`config.mk`:
```
export PLATFORM = sky130hd
export DESIGN_NAME = dbg_cmd_master
export DESIGN_NICKNAME = d
export VERILOG_FILES = /design/src/rtl/dbg_cmd_pkg.sv /design/src/rtl/dbg_rsp_fifo.sv /design/src/rtl/dbg_cmd_master.sv
export SDC_FILE = /design/constraint.sdc
export NUM_CORES = 1
export LEC_CHECK = 0
export CAP_MARGIN = 20
export CORE_MARGIN = 2
export CORE_UTILIZATION = 40
export DETAILED_ROUTE_END_ITERATION = 12
export DONT_BUFFER_PORTS = 1
export GPL_ROUTABILITY_DRIVEN = 0
export PLACE_DENSITY = 0.67
export SLEW_MARGIN = 25
export SYNTH_ARGS = -nofsm -noshare
export SYNTH_HDL_FRONTEND = slang
export SYNTH_HIERARCHICAL = 1
export SYNTH_SLANG_ARGS = --single-unit
```
`constraint.sdc`:
```
create_clock -name clk -period 3.05 [get_ports clk]
set_input_delay 0.1525 -clock clk [delete_from_list [all_inputs] [get_ports clk]]
set_output_delay 0.1525 -clock clk [all_outputs]
set_load 0.1 [all_outputs]
```
`src/rtl/dbg_cmd_pkg.sv`:
```
// Shared definitions for the UART debug command master and responder-side handlers.
package dbg_cmd_pkg;

  typedef enum logic [2:0] {
    S_IDLE,
    S_SEND,
    S_TXWAIT,
    S_RXWAIT,
    S_DONE
  } state_t;

  localparam logic [1:0] ST_OK       = 2'd0;
  localparam logic [1:0] ST_TIMEOUT  = 2'd1;
  localparam logic [1:0] ST_OVERFLOW = 2'd2;

  // Upper opcode nibble selects the command class.
  localparam logic [3:0] OP_CPU_CTL  = 4'h0;
  localparam logic [3:0] OP_PING     = 4'h1;
  localparam logic [3:0] OP_REG_READ = 4'h2;

  function automatic logic [1:0] end_status(input logic timeout, input logic ovf);
    if (timeout)  return ST_TIMEOUT;
    else if (ovf) return ST_OVERFLOW;
    else          return ST_OK;
  endfunction

endpackage

```
`src/rtl/dbg_rsp_fifo.sv`:
```
// Response byte FIFO; a push into a full FIFO only lands if a pop happens in the same cycle.
module dbg_rsp_fifo #(
  parameter int DEPTH  = 8,
  parameter int DATA_W = 8
) (
  input  logic              clk,
  input  logic              rst_n,
  input  logic              push,
  input  logic [DATA_W-1:0] wdata,
  input  logic              pop,
  output logic [DATA_W-1:0] rdata,
  output logic              full,
  output logic              empty
);
  localparam int AW = $clog2(DEPTH);

  logic [DATA_W-1:0] mem [DEPTH];
  logic [AW:0]       wp, rp;
  logic              do_push, do_pop;

  assign empty   = (wp == rp);
  assign full    = (wp[AW] != rp[AW]) && (wp[AW-1:0] == rp[AW-1:0]);
  assign do_pop  = pop && !empty;
  assign do_push = push && (!full || do_pop);
  // Head reads as zero when empty so the output is clean out of reset.
  assign rdata   = empty ? '0 : mem[rp[AW-1:0]];

  always_ff @(posedge clk or negedge rst_n) begin
    if (!rst_n) begin
      wp <= '0;
      rp <= '0;
    end else begin
      if (do_push) wp <= wp + 1'b1;
      if (do_pop)  rp <= rp + 1'b1;
    end
  end

  always_ff @(posedge clk) begin
    if (do_push) mem[wp[AW-1:0]] <= wdata;
  end

endmodule

```
`src/rtl/dbg_cmd_master.sv`:
```
// Debug protocol initiator: sends one opcode byte, gathers a fixed number of response
// bytes under an inactivity timeout, and reports completion with a status pulse.
module dbg_cmd_master
  import dbg_cmd_pkg::*;
#(
  parameter int TIMEOUT_CYCLES = 1000000,
  parameter int FIFO_DEPTH     = 8
) (
  input  logic       clk,
  input  logic       rst_n,
  input  logic       req_valid,
  output logic       req_ready,
  input  logic [7:0] req_opcode,
  input  logic [2:0] req_rsp_len,
  output logic [7:0] tx_data,
  output logic       tx_en,
  input  logic       tx_busy,
  input  logic [7:0] rx_data,
  input  logic       rx_en,
  output logic       rsp_valid,
  output logic [7:0] rsp_data,
  input  logic       rsp_ready,
  output logic       done,
  output logic [1:0] status,
  output logic       stray
);
  localparam int CW = $clog2(TIMEOUT_CYCLES + 1);

  state_t        state;
  logic [2:0]    remaining;
  logic          busy_seen;
  logic          ovf;
  logic [CW-1:0] idle_cnt;

  logic accept, last_byte, drop, expire, fifo_full, fifo_empty;

  // Bytes count toward the response while the opcode is still shifting out, too.
  assign accept    = rx_en && (state == S_TXWAIT || state == S_RXWAIT) && (remaining != 3'd0);
  assign last_byte = accept && (remaining == 3'd1);
  assign drop      = accept && fifo_full && !(rsp_ready && rsp_valid);
  assign expire    = (idle_cnt == CW'(TIMEOUT_CYCLES - 1));
  assign rsp_valid = !fifo_empty;

  dbg_rsp_fifo #(.DEPTH(FIFO_DEPTH), .DATA_W(8)) u_fifo (
    .clk   (clk),
    .rst_n (rst_n),
    .push  (accept),
    .wdata (rx_data),
    .pop   (rsp_ready),
    .rdata (rsp_data),
    .full  (fifo_full),
    .empty (fifo_empty)
  );

  always_ff @(posedge clk or negedge rst_n) begin
    if (!rst_n) begin
      state     <= S_IDLE;
      req_ready <= 1'b1;
      tx_data   <= '0;
      tx_en     <= 1'b0;
      done      <= 1'b0;
      status    <= ST_OK;
      stray     <= 1'b0;
      remaining <= '0;
      busy_seen <= 1'b0;
      ovf       <= 1'b0;
      idle_cnt  <= '0;
    end else begin
      tx_en <= 1'b0;
      done  <= 1'b0;
      stray <= rx_en && !accept;
      if (accept) remaining <= remaining - 3'd1;
      if (drop)   ovf <= 1'b1;

      case (state)
        S_IDLE: begin
          if (req_valid) begin
            tx_data   <= req_opcode;
            remaining <= req_rsp_len;
            ovf       <= 1'b0;
            req_ready <= 1'b0;
            state     <= S_SEND;
          end
        end
        S_SEND: begin
          if (!tx_busy) begin
            tx_en     <= 1'b1;
            busy_seen <= 1'b0;
            idle_cnt  <= '0;
            state     <= S_TXWAIT;
          end
        end
        S_TXWAIT: begin
          busy_seen <= busy_seen | tx_busy;
          if (busy_seen && !tx_busy) begin
            idle_cnt <= '0;
            if (remaining == 3'd0 || last_byte) begin
              done   <= 1'b1;
              status <= end_status(1'b0, ovf | drop);
              state  <= S_DONE;
            end else begin
              state <= S_RXWAIT;
            end
          end else if (accept || (tx_busy && !busy_seen)) begin
            idle_cnt <= '0;
          end else if (expire) begin
            done   <= 1'b1;
            status <= end_status(1'b1, ovf);
            state  <= S_DONE;
          end else begin
            idle_cnt <= idle_cnt + CW'(1);
          end
        end
        S_RXWAIT: begin
          // A byte arriving in the expiry cycle takes precedence over the timeout.
          if (accept) begin
            idle_cnt <= '0;
            if (last_byte) begin
              done   <= 1'b1;
              status <= end_status(1'b0, ovf | drop);
              state  <= S_DONE;
            end
          end else if (expire) begin
            done   <= 1'b1;
            status <= end_status(1'b1, ovf);
            state  <= S_DONE;
          end else begin
            idle_cnt <= idle_cnt + CW'(1);
          end
        end
        S_DONE: begin
          req_ready <= 1'b1;
          state     <= S_IDLE;
        end
        default: state <= S_IDLE;
      endcase
    end
  end

endmodule
```
### Word level (Yosys, flattened, before mapping)

Memories as Yosys holds them, arrays and structs flattened.
Cells that the tools add are included.

* bits in writable memories: 64
* word-level logic and storage cells: 113
* memories: 1
* bits in registers: 50
* output and inout bits: 23

* bitwise logic cells: 2
* equal/unequal tests: 14
* muxes and demuxes: 45
* add/sub/neg operators: 4
* reductions and logical operators: 34

Memory list
* u_fifo.mem: depth 8, bits a word 8, read ports 1, clocked after Yosys merged registers in 0, wr ports 1, line dbg_rsp_fifo.sv:17 `logic [DATA_W-1:0] mem [DEPTH];`

Operators with widths (count)
* $mux W20: 5
* $pmux W20 S3: 1
* $mux W3: 11
* $add A20 B1 Y20 const B: 1
* $eq A20 B20 Y1 const B: 1
* $mux W1: 15
* $mux W2: 7
* $pmux W3 S4: 1
* $logic_and A1 B1 Y1: 11
* $add A4 B1 Y4 const B: 2
* $mux W8: 1
* $reduce_and A2 Y1: 4
* $reduce_and A4 Y1: 2
* $eq A3 B1 Y1 const B: 2
* $eq A3 B2 Y1 const B: 2
* $logic_not A1 Y1: 6
* $logic_not A3 Y1: 2
* $ne A3 B3 Y1 const B: 2
* $pmux W1 S2: 3
* $reduce_bool A2 Y1: 3
* $reduce_bool A3 Y1: 2
* $eq A4 B4 Y1: 1
* $logic_or A1 B1 Y1: 4
* $ne A2 B2 Y1 const B: 2
* other kinds (7): 8

### Longest topological paths before layout

Gate-level depths: netlist of the first run.

* depth in word-level cells: 11
* mapped depth: 9
* depth with buffers taken out: 8

### By module

The synthesis of the first run kept the hierarchy.

By module, submodules not included
* dbg_rsp_fifo: area an instance 3064.2 sq um, times used 1, cells each 158
* dbg_cmd_master: area an instance 2322.2 sq um, times used 1, cells each 249

### Worst setup path after synthesis of the first run

OpenSTA, ideal clock, no wires.

* path type: flip-flop to flip-flop
* start: reg remaining[0]
* end: mem u_fifo.mem[3][0], enable pin
* cell stages (with the launch flop): 8
* slack: -59 ps
* arrival: 2711 ps
* cells stage by stage: dfrtp_1 > inv_1 > ha_1 > ha_1 > and4bb_2 > clkbuf_1 > nand2_1 > nor4b_1

* longest elaborated chain between the ends: 5

RTL lines
* start, declared: line dbg_cmd_master.sv:30 `logic [2:0] remaining;`
* start signal, assigned: line dbg_cmd_master.sv:72 `if (accept) remaining <= remaining - 3'd1;`
* start signal, assigned: line dbg_cmd_master.sv:79 `remaining <= req_rsp_len;`
* $reduce_bool A3 Y1: line dbg_cmd_master.sv:38 `assign accept = rx_en && (state == S_TXWAIT || state == S_RXWAIT) && (remaining != 3'd0);`
* $logic_and A1 B1 Y1: line dbg_cmd_master.sv:38
* named net accept: line dbg_cmd_master.sv:35 `logic accept, last_byte, drop, expire, fifo_full, fifo_empty;`
* $logic_and A1 B1 Y1: line dbg_rsp_fifo.sv:24 `assign do_push = push && (!full || do_pop);`
* $mux W1: line dbg_rsp_fifo.sv:39 `if (do_push) mem[wp[AW-1:0]] <= wdata;`
* $mux W1 (implied by the code): line dbg_rsp_fifo.sv:39
* end, declared: line dbg_rsp_fifo.sv:17

The timed path passes the listed nets, and every way through them passes these cells.

### Worst setup path in the final report of the first run

* start: reg u_fifo.rp[0]
* end: out rsp_data[3]

* longest elaborated chain between the ends: 2
* elaborated cells between the ends (all ways): 3
* those cells by class: eq/ne: 1; mux: 1; memory: 1

RTL lines
* start, declared: line dbg_rsp_fifo.sv:18 `logic [AW:0] wp, rp;`
* start signal, assigned: line dbg_rsp_fifo.sv:34 `if (do_pop) rp <= rp + 1'b1;`
* $mem_v2 Z8 W8 / $eq A4 B4 Y1 (equally long branches)
* $mux W8 *: line dbg_rsp_fifo.sv:26 `assign rdata = empty ? '0 : mem[rp[AW-1:0]];`
* end, declared: line dbg_cmd_master.sv:21 `output logic [7:0] rsp_data,`

Every way passes the cells marked *; elsewhere a longest branch is shown, timed or not.

==> results of run 1 <==
-- routing by layer --
layer	up-vias	wire length, um
met5	-	0
met1	1712	4830
met2	105	5150
li1	1649	-
met3	7	697
met4	0	95
-- path summary, 6_finish.rpt --
check / from / endpoint / slack (ns) / depth (start not counted)
setup / recovery: u_fifo/rp[0] / rsp_data[3] / 0.54 / 5
hold / removal: rsp_ready / ovf / 0.02 / 3
setup reg to reg: remaining[0] / u_fifo/mem[1][2] / 0.63 / 7
hold reg to reg: ovf / ovf / 0.49 / 2
max in group asynchronous: rst_n / req_ready / 2.53 / 2
min in group asynchronous: rst_n / idle_cnt[3] / 0.25 / 2
-- worst max-delay path, cell delays in order, from the launching register on --
cell and delay (ns):
dfrtp_1 0.53, buf_4 0.37, mux4_1 0.59, mux2i_1 0.18, nor2_2 0.05, buf_4 0.23
-- cell families (layout without fill, tap and decap cells) --
family | count (synthesis) | after routing | synth area share
AO/OA/AOI/OAI | 86 | 86 | 0.106
buffers and inverters | 33 | 91 | 0.0330
flip-flops | 114 | 114 | 0.589
multiplexers | 34 | 34 | 0.105
XOR/XNOR | 10 | 10 | 0.0260
adder cells (fa/ha/maj) | 7 | 7 | 0.0158
AND/OR/NAND/NOR | 123 | 123 | 0.125
-- registers in the layout, indices dropped and copies added, names as in the netlist --
name        count
remaining       3
state           3
busy_seen       1
tx_data         8
status          2
req_ready       1
stray           1
u_fifo/rp       4
u_fifo/wp       4
done            1
ovf             1
tx_en           1
idle_cnt       20
u_fifo/mem     64
-- layout make-up --
class	count	share of cell area
clock buffers	18	0.0655
well taps	176	0.0336
inverters	10	0.00573
flip-flops and latches	114	0.485
multi-input cells	260	0.316
repair buffers	50	0.0695
clock inverters	13	0.0256
-- per-stage QoR --
step | utilization | worst slack, ns | instances
after floorplan | - | 0.0241 | 407
after global placement | 0.431 | 0.718 | 585
after detailed placement | 0.431 | 0.641 | 585
after CTS | 0.497 | 0.486 | 641
after global routing | 0.497 | 0.403 | 641
final | 0.497 | 0.541 | 641
-- power by group through the flow --
stage,clock (mW),sequential [mW],combinational (mW)
floorplan,0,2.62,2.53
global placement,0,2.79,2.89
detailed placement,0,2.79,2.95
CTS,2.04,2.77,3.01
global route,2.11,2.82,3.21
finish,1.99,2.77,2.99
-- cells in the final DEF (no fill, tap or decap), types with 3 or more instances in the layout --
master / instances
a21oi_1: 16
a31oi_1: 12
buf_4: 25
bufinv_16: 4
clkbuf_16: 17
clkinv_1: 6
dfrtp_1: 49
dlygate4sd3_1: 24
edfxtp_1: 64
ha_1: 6
inv_1: 10
mux2_2: 9
mux2i_1: 8
mux4_1: 3
mux4_2: 13
nand2_1: 25
nand2b_1: 7
nand3_1: 10
nand4_1: 4
nor2_1: 26
nor2_2: 8
nor2b_1: 7
nor3_1: 12
nor4_1: 3
nor4_2: 3
o21a_1: 3
o21ai_0: 23
o21ai_1: 3
o31ai_1: 5
xnor2_1: 5
-- repair_timing --
action / 4_1_cts / 5_1_grt
hold buffers: 25 / 0
buffers inserted: 0 / 0
endpoints found under the hold margin: 136 / 0
resized for setup: 0 / 0
==> results.cfg, run 1 <==
[status]
status = finished clean

[pwr]
seqPwrFrac = 0.358
pwr-share-comb = 0.385
p_leak_nw = 2.42
power_density_nw_per_um2 = 1180
ir_drop_mv = 0.947
p_sw_frac = 0.444
p_total_mw = 7.75
power_frac_clock = 0.257
internal_power_mw = 4.31
p_sw_mw = 3.44

[timing]
slew_headroom = 0.386
rsz0062_at_grt = no
finalSetupTns_ns = 0
period_share = 0.823
worstMarginPinSlew_ns = 0.920
period_needed_ns = 2.51
maxSlewViolCount = 0
hold_viol = 0
fin_skew_ns = 0.00809
timing.fmax_mhz = 399
hold_ws_ns = 0.0218
setup_violations = 0

[floorplanning]
io_pins = 48
initial_utilization = 0.408
die_y_um = 120
core_um2 = 13200
rows = 42
die_w_um = 120
fp.dieArea_um2 = 14400

[layout]
diodes = 0
syn_to_final_growth_pct = 21.6
fin_area_um2 = 6550
multi_input_area_um2 = 2070
final_layout_size_suffix_gt1_frac = 0.219
fin_nets = 484
seq_area_um2 = 3170
fill_cells = 1118

[yosys]
synth_flop_cell = edfxtp_1
ys_top_cells_by_count = edfxtp_1 (64), dfrtp_1 (49), nor2_1 (34)
synth_area_um2 = 5390
synth_area_per_cell_um2 = 13.2
yosysMostFrequentCell = edfxtp_1
synth_edf_count = 64
postSynthNetCount = 438
syn_inst = 407
ys_seq_elements = 114
yosys-top-cells-area = edfxtp_1 (36%), dfrtp_1 (23%), mux4_2 (5.4%), nor2_1 (2.4%), o21ai_0 (2.1%)
yosysWarnings = 6
synth_cell_types = 68
ys_async_sr_fraction = 0.439
synth_largest_area_cell = edfxtp_1
synth-seq-area-share = 0.589
netlist.area_leader.share = 0.357

[global_routing]
grt-busiest-layer = met2
met3_usage = 0.0632
gr-usage-met1 = 0.214
grt_max_degree = 51
grtUsageTotal = 0.164
grt_pass1_wl_mm = 18.1
use_met2 = 0.255
grt_pass1_vias = 3596
antenna_found_initial = 0
grt.overflow.total = 0

[detailed_routing]
vias_per_cell = 5.42
vias = 3473
firstDrtPassIters = 4
drcViolationCount = 0
ant_nets = 0
dr.first_iter.drc_count = 277
finalWirelength_mm = 10.8
wire_per_inst_um = 16.8

[cts]
clk_path_buf_depth = 2
cts_made_buffers = 17
htreeDepth = 4
cts-root-buf = clkbuf_16
clkSinkCount = 114
clk_pin_slew_ns = 0.05
cts_tree = done
clk_latency_ns = 0.41

[worst_setup_path]
cp.required_ns = 2.90
critPathArrivalTime_ns = 2.36
cp-end-kind = primary output
crit_fanout = 16
startpoint_type = flip-flop
path_class = flip-flop to primary output

[place]
io_buffers = 0
post-dp-hpwl_mm = 6.94
dpl-instance-area_um2 = 5690

[hold_path]
hold_class = input port to flip-flop

[job]
maxCapViolations = 0
(Power assumes the default switching activity.)
==> inputs of run 2 (changes only) <==
PLACE_DENSITY = 0.65   (was 0.67)
clock period = 2.5 ns   (was 3.05 ns; I/O delays follow)
==> run 2 against run 1 <==
  * Worst setup slack lost 0.40 ns
  * Combinational power grew 47%
  * Cell area grew 2.6%
  * Critical endpoint unchanged
==> results.cfg, run 2 (synthesis results as in run 1) <==
[detailed_routing]
finalWirelength_mm = 11.1
firstDrtPassIters = 5
vias_per_cell = 5.47
drcViolationCount = 0
ant_nets = 0
wire_per_inst_um = 17.1
dr.first_iter.drc_count = 248
vias = 3547

[cts]
htreeDepth = 4
cts_tree = done
clk_latency_ns = 0.42
cts_made_buffers = 17
cts-root-buf = clkbuf_16
clkSinkCount = 114
clk_pin_slew_ns = 0.06
clk_path_buf_depth = 2

[timing]
period_share = 0.945
period_needed_ns = 2.36
rsz0062_at_grt = no
worstMarginPinSlew_ns = 0.937
maxSlewViolCount = 0
setup_violations = 0
slew_headroom = 0.375
hold_ws_ns = 0.0295
finalSetupTns_ns = 0
timing.fmax_mhz = 423
fin_skew_ns = 0.00728
hold_viol = 0

[worst_setup_path]
cp.required_ns = 2.38
path_class = flip-flop to primary output
crit_fanout = 17
critPathArrivalTime_ns = 2.24
cp-end-kind = primary output
reg2reg_depth = 6
startpoint_type = flip-flop

[job]
maxCapViolations = 0

[global_routing]
grt_pass1_wl_mm = 18.2
grt_max_degree = 51
antenna_found_initial = 0
grtUsageTotal = 0.167
grt.overflow.total = 0
grt_pass1_vias = 3587

[floorplanning]
io_pins = 48
rows = 42
die_y_um = 120
core_um2 = 13200
fp.dieArea_um2 = 14400
initial_utilization = 0.408
die_w_um = 120

[layout]
fin_nets = 491
diodes = 0
final_layout_size_suffix_gt1_frac = 0.256
syn_to_final_growth_pct = 24.7
fill_cells = 1099
largest_reg_flops = 64
final_cell_mix = edfxtp_1 (64), dfrtp_1 (49), nor2_1 (26)
final_common_cell = edfxtp_1

[pwr]
pwr-share-comb = 0.446
ir_drop_mv = 1.10
p_sw_frac = 0.456
power_density_nw_per_um2 = 1470
internal_power_mw = 5.36
power_frac_clock = 0.226
p_leak_nw = 2.48
p_sw_mw = 4.50
seqPwrFrac = 0.328

[status]
status = finished clean

[hold_path]
hold_class = input port to flip-flop
holdPathStages = 3

[place]
io_buffers = 0
post-dp-hpwl_mm = 7.05
[run 2: changes by cell type in the layout (fill, tap and decap cells not counted), moves of 2 or more]
cell        before  now
buf_12           0    8
clkinv_1         6    0
inv_6            0    6
bufinv_16        4    0
nor3_1          12    9
nor3_2           0    3
buf_4           25   23
clkinv_4         2    4
clkinvlp_4       1    3
nor4_1           3    1
nor4_4           1    3
[run 2: routing by layer]
metal  part of all wire  global-route usage  wire, um  vias up
met5                  0                   0         0        -
met4              0.024              0.0809       272        0
met3              0.060              0.0575       668       20
met2               0.48               0.263      5310      114
met1               0.44               0.207      4860     1741
li1                   -                   -         -     1672
[run 2: final timing paths]
kind | from | to | slack, ns
worst min register to register | idle_cnt[19] | idle_cnt[19] | 0.49
min in group asynchronous | rst_n | idle_cnt[2] | 0.21
worst max register to register | remaining[0] | u_fifo/mem[1][6] | 0.17
max in group asynchronous | rst_n | req_ready | 2.02
worst min-delay path | rx_en | state[0] | 0.03
worst max-delay path | u_fifo/rp[0] | rsp_data[3] | 0.14
[run 2: area by class of cell]
class | instances | area (um^2) | area share
clock buffer | 18 | 429 | 0.0639
multi-input combinational | 260 | 2120 | 0.316
tap | 176 | 220 | 0.0328
clock inverter | 14 | 121 | 0.0181
sequential | 114 | 3170 | 0.472
inverter | 10 | 37.5 | 0.00559
timing repair buffer | 57 | 616 | 0.0916
[run 2: power groups by stage]
stage               registers [mW]  clock network (mW)  logic, mW
floorplan                     3.20                   0       3.16
global placement              3.26                   0       4.26
detailed placement            3.26                   0       4.33
CTS                           3.23                2.26       4.41
global route                  3.28                2.34       4.67
finish                        3.23                2.23       4.40
[run 2: critical path: stages, from the launching register on]
cell,delay [ns]
dfrtp_1,0.53
buf_8,0.26
mux4_1,0.58
mux2i_1,0.21
nor2_2,0.07
buf_12,0.17
[run 2: per-stage QoR]
stage | setup slack (ns) | cell area (um^2) | cells | total power, mW | utilization
6_report | 0.138 | 6720 | 649 | 9.85 | 0.509
5_1_grt | 0.00608 | 6720 | 649 | 10.3 | 0.509
4_1_cts | 0.0707 | 6700 | 647 | 9.90 | 0.508
3_5_place_dp | 0.106 | 5880 | 590 | 7.59 | 0.446
3_3_place_gp | 0.220 | 5880 | 590 | 7.52 | 0.446
2_1_floorplan | 0.0134 | 5450 | 407 | 6.35 | -
[run 2: repair_timing]
| item | 4_1_cts | 5_1_grt |
|---|---|---|
| pin swaps | 0 | 1 |
| endpoints found under the setup margin | 1 | 9 |
| hold buffers | 25 | 0 |
| setup buffers | 0 | 2 |
| resized for setup | 1 | 1 |
| endpoints found under the hold margin | 138 | 0 |
| cloned | 0 | 0 |
==> inputs of run 3 (changes only) <==
PLACE_DENSITY = default   (was 0.65)
==> run 3 against run 2 <==
  * Hold slack worse by 0.0070 ns
  * Register-to-register slack better by 0.02 ns
  * First-iteration DRC count fell by 1.2%
==> results.cfg, run 3 (synthesis results as in run 1) <==
[layout]
seq_area_um2 = 3170
fin_area_um2 = 6810
final_cell_mix = edfxtp_1 (64), dfrtp_1 (49), buf_4 (30)
final_layout_size_suffix_gt1_frac = 0.265
fin_nets = 497
diodes = 0
largest_reg_flops = 64
final_common_cell = edfxtp_1
multi_input_area_um2 = 2120
fill_cells = 1142
syn_to_final_growth_pct = 26.5

[global_routing]
antenna_found_initial = 0
grtUsageTotal = 0.166
grt.overflow.total = 0
grt_pass1_vias = 3635
grt_max_degree = 51
grt_pass1_wl_mm = 18.6

[worst_setup_path]
worstPathCellList = buf_4, mux4_1, mux2i_1, nor2_2, buf_12
reg2reg_depth = 9
crit_end = rsp_data[7]
path_class = flip-flop to primary output
reg2reg_setup_slack_ns = 0.19
startpoint_type = flip-flop
critPathSlowestCell = mux4_1
critical_path.startpoint = u_fifo/rp[0]
r2r-end = u_fifo/wp[3]
critPathArrivalTime_ns = 2.21
crit_fanout = 13
r2r-start = remaining[0]
cpPeakStageDelay_ns = 0.59
cp-end-kind = primary output
cp.required_ns = 2.38

[cts]
clk_pin_slew_ns = 0.05
clkSinkCount = 114
htreeDepth = 4
cts-root-buf = clkbuf_16
cts_made_buffers = 17
clk_path_buf_depth = 2
cts_resized = 0
holdBufCountCts = 25
cts_tree = done
post_cts_buffers = 0
clk_latency_ns = 0.40

[place]
post-dp-hpwl_mm = 7.29
io_buffers = 0
dpl-instance-area_um2 = 5940

[detailed_routing]
firstDrtPassIters = 5
finalWirelength_mm = 11.1
vias_per_cell = 5.39
dr.first_iter.drc_count = 245
drcViolationCount = 0
wire_per_inst_um = 16.9
vias = 3533
ant_nets = 0

[pwr]
pwr-share-comb = 0.441
ir_drop_mv = 0.924
p_sw_frac = 0.439
p_leak_nw = 2.53
internal_power_mw = 5.67
seqPwrFrac = 0.317
p_sw_mw = 4.43
power_density_nw_per_um2 = 1480
power_frac_clock = 0.242

[job]
maxCapViolations = 0

[floorplanning]
initial_utilization = 0.408
die_w_um = 120
die_y_um = 120
io_pins = 48
core_um2 = 13200
fp.dieArea_um2 = 14400
rows = 42

[hold_path]
hold_class = input port to flip-flop
holdPathStages = 2
hold_start = rsp_ready

[timing]
worstMarginPinSlew_ns = 0.950
maxSlewViolCount = 0
period_needed_ns = 2.33
setup_violations = 0
rsz0062_at_grt = no
finalSetupTns_ns = 0
period_share = 0.934
slew_headroom = 0.367
fin_skew_ns = 0.0129
timing.fmax_mhz = 428
hold_viol = 0

[status]
status = finished clean
run 3: power groups by stage:
stage	sequential, mW	clock [mW]	combinational, mW
after floorplan	3.20	0	3.16
after global placement	3.23	0	4.37
after detailed placement	3.24	0	4.43
after CTS	3.21	2.50	4.49
after global routing	3.24	2.60	4.77
final	3.20	2.45	4.45
run 3: worst max-delay path, delay by kind of cell (launching register included):
| family | cells | cell delay (ns) |
|---|---|---|
| DFF | 1 | 0.48 |
| muxes | 2 | 0.77 |
| buffers and inverters | 2 | 0.48 |
| and+or+nand+nor | 1 | 0.07 |
run 3: layout make-up:
cell class	instances	share of cell area
Clock buffer	18	0.0630
Clock inverter	14	0.0261
Inverter	10	0.00551
Multi-Input combinational cell	260	0.311
Sequential cell	114	0.466
Tap cell	176	0.0323
Timing Repair Buffer	63	0.0959
run 3: worst min-delay path by stage:
stage	slack, ns	end
2_1_floorplan	-0.17	busy_seen
4_1_cts	0.02	u_fifo/rp[3]
6_report	0.02	u_fifo/rp[3]
3_3_place_gp	-0.17	idle_cnt[1]
3_5_place_dp	-0.17	idle_cnt[1]
5_1_grt	0.03	u_fifo/rp[3]
run 3: routing by layer:
layer / wire length [um] / vias up / global-route usage
li1: - / 1673 / -
met1: 5100 / 1789 / 0.224
met2: 5400 / 67 / 0.265
met3: 516 / 4 / 0.0518
met4: 50 / 0 / 0.0397
met5: 0 / - / 0
run 3: through the flow:
step | std cells | util | hold slack (ns) | worst slack [ns] | total power, mW
2_1_floorplan | 407 | - | -0.171 | 0.0134 | 6.35
5_1_grt | 655 | 0.517 | 0.0323 | 0.00632 | 10.6
6_report | 655 | 0.517 | 0.0225 | 0.166 | 10.1
3_5_place_dp | 598 | 0.450 | -0.169 | 0.159 | 7.66
3_3_place_gp | 598 | 0.450 | -0.168 | 0.251 | 7.60
4_1_cts | 655 | 0.517 | 0.0153 | 0.119 | 10.2
